$ cat src/rtl/accum_seq_pkg.sv
// Shared types and default widths for the partial-sum accumulator sequencer.
package accum_seq_pkg;

    localparam int CH_W_DEF  = 16;
    localparam int PIX_W_DEF = 16;

    typedef enum logic [2:0] {
        IDLE,
        BIAS,
        ACC,
        GAP,
        DONE
    } state_t;

endpackage

$ cat src/rtl/accum_seq_if.sv
// Sequencer-facing bundle: layer controller handshake, PE/bias stream and accumulator strobes.
interface accum_seq_if
    import accum_seq_pkg::*;
#(
    parameter int CH_W  = CH_W_DEF,
    parameter int PIX_W = PIX_W_DEF
);
    logic             start;
    logic [CH_W-1:0]  cfg_in_ch;
    logic [CH_W-1:0]  cfg_out_ch;
    logic [PIX_W-1:0] cfg_pix;
    logic             res_valid;
    logic             bias_req;
    logic             bias_valid;
    logic             mb_push;
    logic             out_en;
    logic             first;
    logic             last;
    logic [CH_W-1:0]  in_ch_cnt;
    logic [CH_W-1:0]  out_ch_cnt;
    logic             out_ch_c;
    logic             out_state;
    logic             mout_valid;
    logic             busy;
    logic             done;

    // master is the sequencer itself; slave is the controller/accumulator side
    modport master (
        input  start, cfg_in_ch, cfg_out_ch, cfg_pix, res_valid, bias_valid,
        output bias_req, mb_push, out_en, first, last, in_ch_cnt, out_ch_cnt,
               out_ch_c, out_state, mout_valid, busy, done
    );

    modport slave (
        output start, cfg_in_ch, cfg_out_ch, cfg_pix, res_valid, bias_valid,
        input  bias_req, mb_push, out_en, first, last, in_ch_cnt, out_ch_cnt,
               out_ch_c, out_state, mout_valid, busy, done
    );

endinterface

$ cat src/rtl/accum_seq_cnt_tc.sv
// Generic up-counter that wraps to zero after reaching tc_val; tc flags the terminal count.
module cnt_tc
    import accum_seq_pkg::*;
#(
    parameter int W = PIX_W_DEF
) (
    input  logic         clk,
    input  logic         rst,
    input  logic         clr,
    input  logic         inc,
    input  logic [W-1:0] tc_val,
    output logic [W-1:0] cnt,
    output logic         tc
);

    assign tc = (cnt == tc_val);

    always_ff @(posedge clk) begin
        if (!rst || clr) begin
            cnt <= '0;
        end else if (inc) begin
            cnt <= tc ? '0 : cnt + 1'b1;
        end
    end

endmodule

$ cat src/rtl/accum_seq.sv
// Partial-sum accumulator sequencer: one bias per output channel, then PE beats over all input channels.
//
// state | meaning
// IDLE  | waiting for start
// BIAS  | requesting the bias word for the current output channel
// ACC   | accepting PE result beats for the current input channel
// GAP   | single idle cycle while channel counters advance
// DONE  | one-cycle layer-end pulse
module accum_seq
    import accum_seq_pkg::*;
#(
    parameter int CH_W  = CH_W_DEF,
    parameter int PIX_W = PIX_W_DEF
) (
    input  logic        clk,
    input  logic        rst,
    accum_seq_if.master bus
);

    state_t           state;
    logic [CH_W-1:0]  in_max;
    logic [CH_W-1:0]  out_max;
    logic [PIX_W-1:0] pix_max;
    logic [CH_W-1:0]  in_cnt;
    logic [CH_W-1:0]  out_cnt;
    logic [PIX_W-1:0] pix_cnt;
    logic             in_tc;
    logic             out_tc;
    logic             pix_tc;
    logic             accept;
    logic             beat;
    logic             push;
    logic             busy_q;
    logic             done_q;
    logic             bias_req_q;
    logic             out_ch_c_q;
    logic             first_q;
    logic             last_q;
    logic             mout_valid_q;

    assign accept = (state == IDLE) && bus.start;
    assign beat   = (state == ACC) && bus.res_valid;
    assign push   = (state == BIAS) && bus.bias_valid;

    // Terminal values are stored as cfg-1; a zero cfg behaves like one.
    always_ff @(posedge clk) begin
        if (!rst) begin
            in_max  <= '0;
            out_max <= '0;
            pix_max <= '0;
        end else if (accept) begin
            in_max  <= (bus.cfg_in_ch  == '0) ? '0 : bus.cfg_in_ch  - 1'b1;
            out_max <= (bus.cfg_out_ch == '0) ? '0 : bus.cfg_out_ch - 1'b1;
            pix_max <= (bus.cfg_pix    == '0) ? '0 : bus.cfg_pix    - 1'b1;
        end
    end

    cnt_tc #(.W(PIX_W)) u_pix_cnt (
        .clk    (clk),
        .rst    (rst),
        .clr    (accept),
        .inc    (beat),
        .tc_val (pix_max),
        .cnt    (pix_cnt),
        .tc     (pix_tc)
    );

    cnt_tc #(.W(CH_W)) u_in_cnt (
        .clk    (clk),
        .rst    (rst),
        .clr    (accept),
        .inc    (state == GAP),
        .tc_val (in_max),
        .cnt    (in_cnt),
        .tc     (in_tc)
    );

    cnt_tc #(.W(CH_W)) u_out_cnt (
        .clk    (clk),
        .rst    (rst),
        .clr    (accept),
        .inc    ((state == GAP) && in_tc),
        .tc_val (out_max),
        .cnt    (out_cnt),
        .tc     (out_tc)
    );

    always_ff @(posedge clk) begin
        if (!rst) begin
            state        <= IDLE;
            busy_q       <= 1'b0;
            done_q       <= 1'b0;
            bias_req_q   <= 1'b0;
            out_ch_c_q   <= 1'b0;
            first_q      <= 1'b0;
            last_q       <= 1'b0;
            mout_valid_q <= 1'b0;
        end else begin
            done_q       <= 1'b0;
            out_ch_c_q   <= 1'b0;
            // The accumulator holds each beat one cycle, so its qualifiers trail by one.
            first_q      <= beat && (in_cnt == '0);
            last_q       <= beat && in_tc;
            mout_valid_q <= beat && in_tc;
            case (state)
                IDLE: begin
                    if (bus.start) begin
                        state      <= BIAS;
                        busy_q     <= 1'b1;
                        bias_req_q <= 1'b1;
                    end
                end
                BIAS: begin
                    if (bus.bias_valid) begin
                        state      <= ACC;
                        bias_req_q <= 1'b0;
                    end
                end
                ACC: begin
                    if (beat && pix_tc) begin
                        state <= GAP;
                    end
                end
                GAP: begin
                    if (!in_tc) begin
                        state <= ACC;
                    end else if (!out_tc) begin
                        state      <= BIAS;
                        bias_req_q <= 1'b1;
                        out_ch_c_q <= 1'b1;
                    end else begin
                        state  <= DONE;
                        busy_q <= 1'b0;
                        done_q <= 1'b1;
                    end
                end
                DONE: begin
                    state <= IDLE;
                end
                default: begin
                    state <= IDLE;
                end
            endcase
        end
    end

    assign bus.bias_req   = bias_req_q;
    assign bus.mb_push    = push;
    assign bus.out_en     = beat;
    assign bus.first      = first_q;
    assign bus.last       = last_q;
    assign bus.in_ch_cnt  = in_cnt;
    assign bus.out_ch_cnt = out_cnt;
    assign bus.out_ch_c   = out_ch_c_q;
    assign bus.out_state  = (state == ACC) && in_tc;
    assign bus.mout_valid = mout_valid_q;
    assign bus.busy       = busy_q;
    assign bus.done       = done_q;

endmodule

$ cat src/flat_wrapper.sv
// flat-port wrapper written by rule: the top's interface ports become plain ports
module accum_seq_flat import accum_seq_pkg::*;
#(
    parameter int CH_W  = CH_W_DEF,
    parameter int PIX_W = PIX_W_DEF
)
  (clk, rst, bus_start, bus_cfg_in_ch, bus_cfg_out_ch, bus_cfg_pix, bus_res_valid, bus_bias_valid, bus_bias_req, bus_mb_push, bus_out_en, bus_first, bus_last, bus_in_ch_cnt, bus_out_ch_cnt, bus_out_ch_c, bus_out_state, bus_mout_valid, bus_busy, bus_done);
  accum_seq_if #(.CH_W(CH_W), .PIX_W(PIX_W)) bus_i ();
  input  logic clk;
  input  logic rst;
  input wire logic [$bits(bus_i.start)-1:0] bus_start;
  input wire logic [$bits(bus_i.cfg_in_ch)-1:0] bus_cfg_in_ch;
  input wire logic [$bits(bus_i.cfg_out_ch)-1:0] bus_cfg_out_ch;
  input wire logic [$bits(bus_i.cfg_pix)-1:0] bus_cfg_pix;
  input wire logic [$bits(bus_i.res_valid)-1:0] bus_res_valid;
  input wire logic [$bits(bus_i.bias_valid)-1:0] bus_bias_valid;
  output wire logic [$bits(bus_i.bias_req)-1:0] bus_bias_req;
  output wire logic [$bits(bus_i.mb_push)-1:0] bus_mb_push;
  output wire logic [$bits(bus_i.out_en)-1:0] bus_out_en;
  output wire logic [$bits(bus_i.first)-1:0] bus_first;
  output wire logic [$bits(bus_i.last)-1:0] bus_last;
  output wire logic [$bits(bus_i.in_ch_cnt)-1:0] bus_in_ch_cnt;
  output wire logic [$bits(bus_i.out_ch_cnt)-1:0] bus_out_ch_cnt;
  output wire logic [$bits(bus_i.out_ch_c)-1:0] bus_out_ch_c;
  output wire logic [$bits(bus_i.out_state)-1:0] bus_out_state;
  output wire logic [$bits(bus_i.mout_valid)-1:0] bus_mout_valid;
  output wire logic [$bits(bus_i.busy)-1:0] bus_busy;
  output wire logic [$bits(bus_i.done)-1:0] bus_done;
  assign bus_i.start = bus_start;
  assign bus_i.cfg_in_ch = bus_cfg_in_ch;
  assign bus_i.cfg_out_ch = bus_cfg_out_ch;
  assign bus_i.cfg_pix = bus_cfg_pix;
  assign bus_i.res_valid = bus_res_valid;
  assign bus_i.bias_valid = bus_bias_valid;
  assign bus_bias_req = bus_i.bias_req;
  assign bus_mb_push = bus_i.mb_push;
  assign bus_out_en = bus_i.out_en;
  assign bus_first = bus_i.first;
  assign bus_last = bus_i.last;
  assign bus_in_ch_cnt = bus_i.in_ch_cnt;
  assign bus_out_ch_cnt = bus_i.out_ch_cnt;
  assign bus_out_ch_c = bus_i.out_ch_c;
  assign bus_out_state = bus_i.out_state;
  assign bus_mout_valid = bus_i.mout_valid;
  assign bus_busy = bus_i.busy;
  assign bus_done = bus_i.done;
  accum_seq #(.CH_W(CH_W), .PIX_W(PIX_W)) u_core (.clk(clk), .rst(rst), .bus(bus_i));
endmodule
$ cat config.mk
export PLATFORM = sky130hd
export DESIGN_NAME = accum_seq_flat
export DESIGN_NICKNAME = d
export VERILOG_FILES = /design/src/rtl/accum_seq_pkg.sv /design/src/rtl/accum_seq_if.sv /design/src/rtl/accum_seq_cnt_tc.sv /design/src/rtl/accum_seq.sv /design/src/flat_wrapper.sv
export SDC_FILE = /design/constraint.sdc
export NUM_CORES = 1
export LEC_CHECK = 0
export ABC_AREA = 1
export CAP_MARGIN = 20
export CORE_AREA = 2 2 110 112
export CTS_CLUSTER_DIAMETER = 60
export DETAILED_ROUTE_END_ITERATION = 10
export DIE_AREA = 0 0 112 114
export GPL_ROUTABILITY_DRIVEN = 0
export PLACE_DENSITY = 0.85
export SKIP_CTS_REPAIR_TIMING = 1
export SYNTH_ARGS = -nofsm -noshare
export SYNTH_HDL_FRONTEND = slang
export SYNTH_HIERARCHICAL = 1
export SYNTH_SLANG_ARGS = --single-unit
$ cat constraint.sdc
create_clock -name clk -period 5.85 [get_ports clk]
set_clock_uncertainty 0.05 [all_clocks]
set_input_delay 1.17 -clock clk [delete_from_list [all_inputs] [get_ports clk]]
set_output_delay 1.17 -clock clk [all_outputs]
set_load 0.01 [all_outputs]
After elaboration in Yosys (flattened, before gate mapping)
Cells that the tools add are included.
{"block": "classes", "add_sub_neg": 6, "n_eq_ne": 12, "mux": 22, "reduce_logical": 21}
{"op": "2-to-1 mux 16 bit", "n": 6}
{"op": "logical NOT 16 bit", "n": 4}
{"op": "adder 16 x 1 -> 16 bit (second input constant)", "n": 3}
{"op": "== test 16 bit", "n": 3}
{"op": "subtractor 16 x 1 -> 16 bit (second input constant)", "n": 3}
{"op": "2-to-1 mux 3 bit", "n": 5}
{"op": "case mux 3 bit (4 select lines)", "n": 1}
{"op": "logical AND 1 bit", "n": 8}
{"op": "2-to-1 mux 1 bit", "n": 8}
{"op": "inequality test 2 bit (second input constant)", "n": 4}
{"op": "== test 3 x 2 -> 1 bit (second input constant)", "n": 2}
{"op": "AND reduction 3 bit", "n": 2}
{"op": "AND reduction 5 bit", "n": 1}
{"op": "inequality test 2 x 1 -> 1 bit (second input constant)", "n": 2}
{"op": "AND reduction 4 bit", "n": 1}
{"op": "== test 3 x 1 -> 1 bit (second input constant)", "n": 1}
{"op": "logical NOT 3 bit", "n": 1}
{"op": "case mux 1 bit (3 select lines)", "n": 1}
{"op": "nonzero test 3 bit", "n": 1}
{"op": "case mux 1 bit (2 select lines)", "n": 1}
{"op": "nonzero test 2 bit", "n": 1}
{"op": "logical NOT 1 bit", "n": 1}
{"op": "logical OR 1 bit", "n": 1}
{"block": "word_totals", "ff_bits": 105, "output_inout_bits": 42, "word_cells": 74}

Depth between registers and ports, before layout
{"block": "logic_depth", "depth_word": 5, "mapped_depth": 17, "mapped_depth_nobuf": 17}

Modules after synthesis
Netlist, hierarchy kept.
{"module": "accum_seq", "n_inst": 1, "cells_each": 560, "area_each_um2": 3402.0, "seq_area_each_um2": 1141.1}
{"module": "cnt_tc (u_core.u_out_cnt ...)", "n_inst": 2, "cells_each": 194, "area_each_um2": 1147.4, "seq_area_each_um2": 320.3}
{"module": "cnt_tc (u_core.u_in_cnt)", "n_inst": 1, "cells_each": 194, "area_each_um2": 1103.6, "seq_area_each_um2": 320.3}

Least setup slack after synthesis
No wires, ideal clock.
{"block": "synth_timing", "kind": "input to output", "from": "input port bus_res_valid", "to": "output port bus_out_en", "arrival_ns": 1.463, "required_ns": 4.630, "setup_slack_ns": 3.167, "path_stages": 2, "n_path_buf": 0, "cell_sequence": "nand3_1 -> inv_1"}
{"block": "synth_between", "elab_chain_len": 1}
{"item": "start: declaration", "line": "flat_wrapper.sv:15", "rtl": "input wire logic [$bits(bus_i.res_valid)-1:0] bus_res_valid;"}
{"item": "logical AND 1 bit", "line": "accum_seq.sv:42", "rtl": "assign beat = (state == ACC) && bus.res_valid;"}
{"item": "end: declaration", "line": "flat_wrapper.sv:19", "rtl": "output wire logic [$bits(bus_i.out_en)-1:0] bus_out_en;"}
No other way between the ends.

Final worst setup path
Same ends and word-level chain as after synthesis.

==> run summary <==
Final setup viols -> 0
WHS Path Cells -> 2
1st-pass router iterations -> 8
Num CTS Buffers -> 9
Async set or reset register ratio after synthesis -> 0%
Arr. time, crit path -> 2590 ps
Post-Syn Area -> 6800 µm²
Antenna Cells -> 0
WS Path Type -> input pin to output port
Most used cell, CP -> clkdlybuf4s50_1
Initial antenna violation count -> 0
Pwr Density -> 264.7 nW/µm²
CP max stage delay -> 600 ps
First-pass GRT wire length -> 27590 µm
Post-Synthesis Cells -> 1142
Worst Hold Class -> flip-flop to flip-flop
Max-cap violations -> 0
Final Util -> 69.07%
Max-slew violation count -> 0
Clk Tree Root Cell -> clkbuf_16
Ports -> 95
ANT nets after route -> 0
Fin crit period -> 3813 ps
Worst slew margin -> 47.08%
Starting Density -> 58.07%
Syn Area/Cell -> 5.955 µm²
P_leak -> 0.003589 µW
Critical Path RT -> 4630 ps
Initial DRC count -> 519
Clock H-tree levels -> 3
TNS Setup -> 0 ps
Via density -> 5.079
Crit path from -> bus_res_valid
Most used DFF post-synth -> dfxtp_1
Die area -> 12770 µm²
Period utilisation layout -> 65.18%
Most frequent cell after synthesis -> nand2_1
RSZ-0062 raised after global routing -> no
Area leader, netlist -> dfxtp_1
Row count -> 40
Clock buffer depth -> 2
Skew-Pair Late Insertion Delay -> 340 ps
GRT Residual Overflow -> 0
Distinct cell type count after synthesis -> 31
Hold Startpoint -> u_core/out_max[7]$_SDFFE_PN0P_
Dpl cell area -> 7806 µm²
Core area -> 11710 µm²
Design area -> 8089 µm²
Total number of vias -> 7024
R2R depth -> 17
Crit path max fanout -> 8
R2R Path End -> u_core/u_out_cnt/cnt[13]$_SDFFE_PP0P_
DP HPWL -> 12560 µm
Worst VDD drop -> 189.2 µV
Crit path cell chain -> clkdlybuf4s50_1 -> nand3_1 -> inv_1 -> clkdlybuf4s50_1
Fillers -> 1049
Synth warn -> 6
Slowest-stage cell, CP -> clkdlybuf4s50_1
Die Ht -> 114 µm
R2r startpoint -> u_core/u_in_cnt/cnt[1]$_SDFFE_PP0P_
Residual DRC -> 0
CTS tree -> built
Total GRT Usage -> 26.21%
Flops & latches, synth -> 105
Final wirelength -> 16550 µm
Final hold violations -> 0
Area fraction of the dominant cell type after synthesis -> 30.91%
Setup crit start kind -> input pin
Area Overhead vs Synth -> 18.95%
Post-synth EDFFs -> 0
Commonest cells post-synth -> nand2_1 (378), inv_1 (182), nor2_1 (179), dfxtp_1 (105), nand3_1 (56)
Largest net degree at the start of global routing -> 50
Nets -> 1291
Slew @ Worst Pin -> 792.7 ps
Hold EP -> u_core/out_max[7]$_SDFFE_PN0P_
Crit end category -> output port
R2R Setup Slk -> 2700 ps
Port bufs -> 94
Synthesized net count -> 1201
Clk sink count -> 105
Clock-pin slew on the worst setup and hold paths -> 70 ps
Outcome -> finished, final reports clean
Register area share after synthesis -> 30.91%
DR WL/cell -> 11.97 µm
Die Wd -> 112 µm
Layout cells sized above 1 -> 6.796%
Max Fclk -> 0.2623 GHz
Top cells by area, synth -> dfxtp_1 (31%), nand2_1 (21%), inv_1 (10%)
Vias in the first global route -> 6275
==> cells in the final DEF, fill, tap and decap left out, drive strengths merged, types with 8 or more instances in the layout <==
cell	n
xor2	38
dfxtp	105
nand4	17
xnor2	8
nor2	220
a21oi	44
clkbuf	13
clkdlybuf4s50	94
inv	193
nand2	390
nor3	24
o21ai	8
nand3	60
==> critical path, delay by kind of cell <==
family / cells / cell delay, ps
AND/OR/NAND/NOR: 1 / 100
buffers and inverters: 3 / 1330
==> report_power, final <==
part           leakage (µW)  internal (µW)  switching (µW)  total, µW
registers          0.000854            797            70.3        867
clock network      0.000138            321             256        577
logic               0.00260            248             449        697
==> cell type report <==
type / count / area [µm²] / area share [%]
sequential: 105 / 2102 / 25.99
clock inverter: 2 / 12.51 / 0.1547
multi-input combinational: 828 / 3845 / 47.53
timing repair buffer: 95 / 948.4 / 11.72
clock buffer: 13 / 270.3 / 3.341
tap: 147 / 183.9 / 2.274
inverter: 193 / 726.9 / 8.987
==> worst max-delay path by stage <==
stage	slack, ps	endpoint	cells past startpoint
finish	2040	bus_out_en	4
global route	1960	bus_out_en	4
CTS	2020	bus_out_en	4
detailed placement	2020	bus_out_en	4
global placement	2030	bus_out_en	4
floorplan	3170	bus_out_en	2
==> metrics by stage <==
step                      setup slack (ps)  power (µW)  cells  hold slack (ps)
final                                 2037        2141   1383            426.5
after CTS                             2023        2145   1383            429.8
after floorplan                       3167        1394   1142            406.0
after global routing                  1959        2284   1383            452.8
after global placement                2034        1553   1368            415.0
after detailed placement              2021        1569   1368            419.4
==> flip-flops by register name, indices dropped and copies added, names as in the netlist <==
name                   cells
u_core/in_max             16
u_core/u_pix_cnt/cnt      16
u_core/bus.busy            1
u_core/bus.first           1
u_core/bus.bias_req        1
u_core/u_out_cnt/cnt      16
u_core/out_max            16
u_core/u_in_cnt/cnt       16
u_core/bus.out_ch_c        1
u_core/bus.done            1
u_core/pix_max            16
u_core/bus.mout_valid      1
u_core/state               3
==> metal layers <==
layer | vias up | wire (µm) | share of wire [%] | GRT usage [%]
met5 | - | 0 | 0 | 0
met4 | 0 | 709 | 4.3 | 14.72
met2 | 262 | 7658 | 46 | 45.45
li1 | 3643 | - | - | -
met1 | 3065 | 7214 | 44 | 31.38
met3 | 54 | 969 | 5.9 | 3.719
==> cell families (layout without fill, tap and decap cells) <==
group	Yosys count	in the layout	share of synthesized area, %
and+or+nand+nor	722	722	45.48
buffers and inverters	209	303	12.55
DFF	105	105	30.91
AOI/OAI and AO/OA	54	54	4.030
xor gates and xnor gates	46	46	5.925
adders and majority gates	6	6	1.104
No activity file was read; power rests on OpenSTA's default activity.
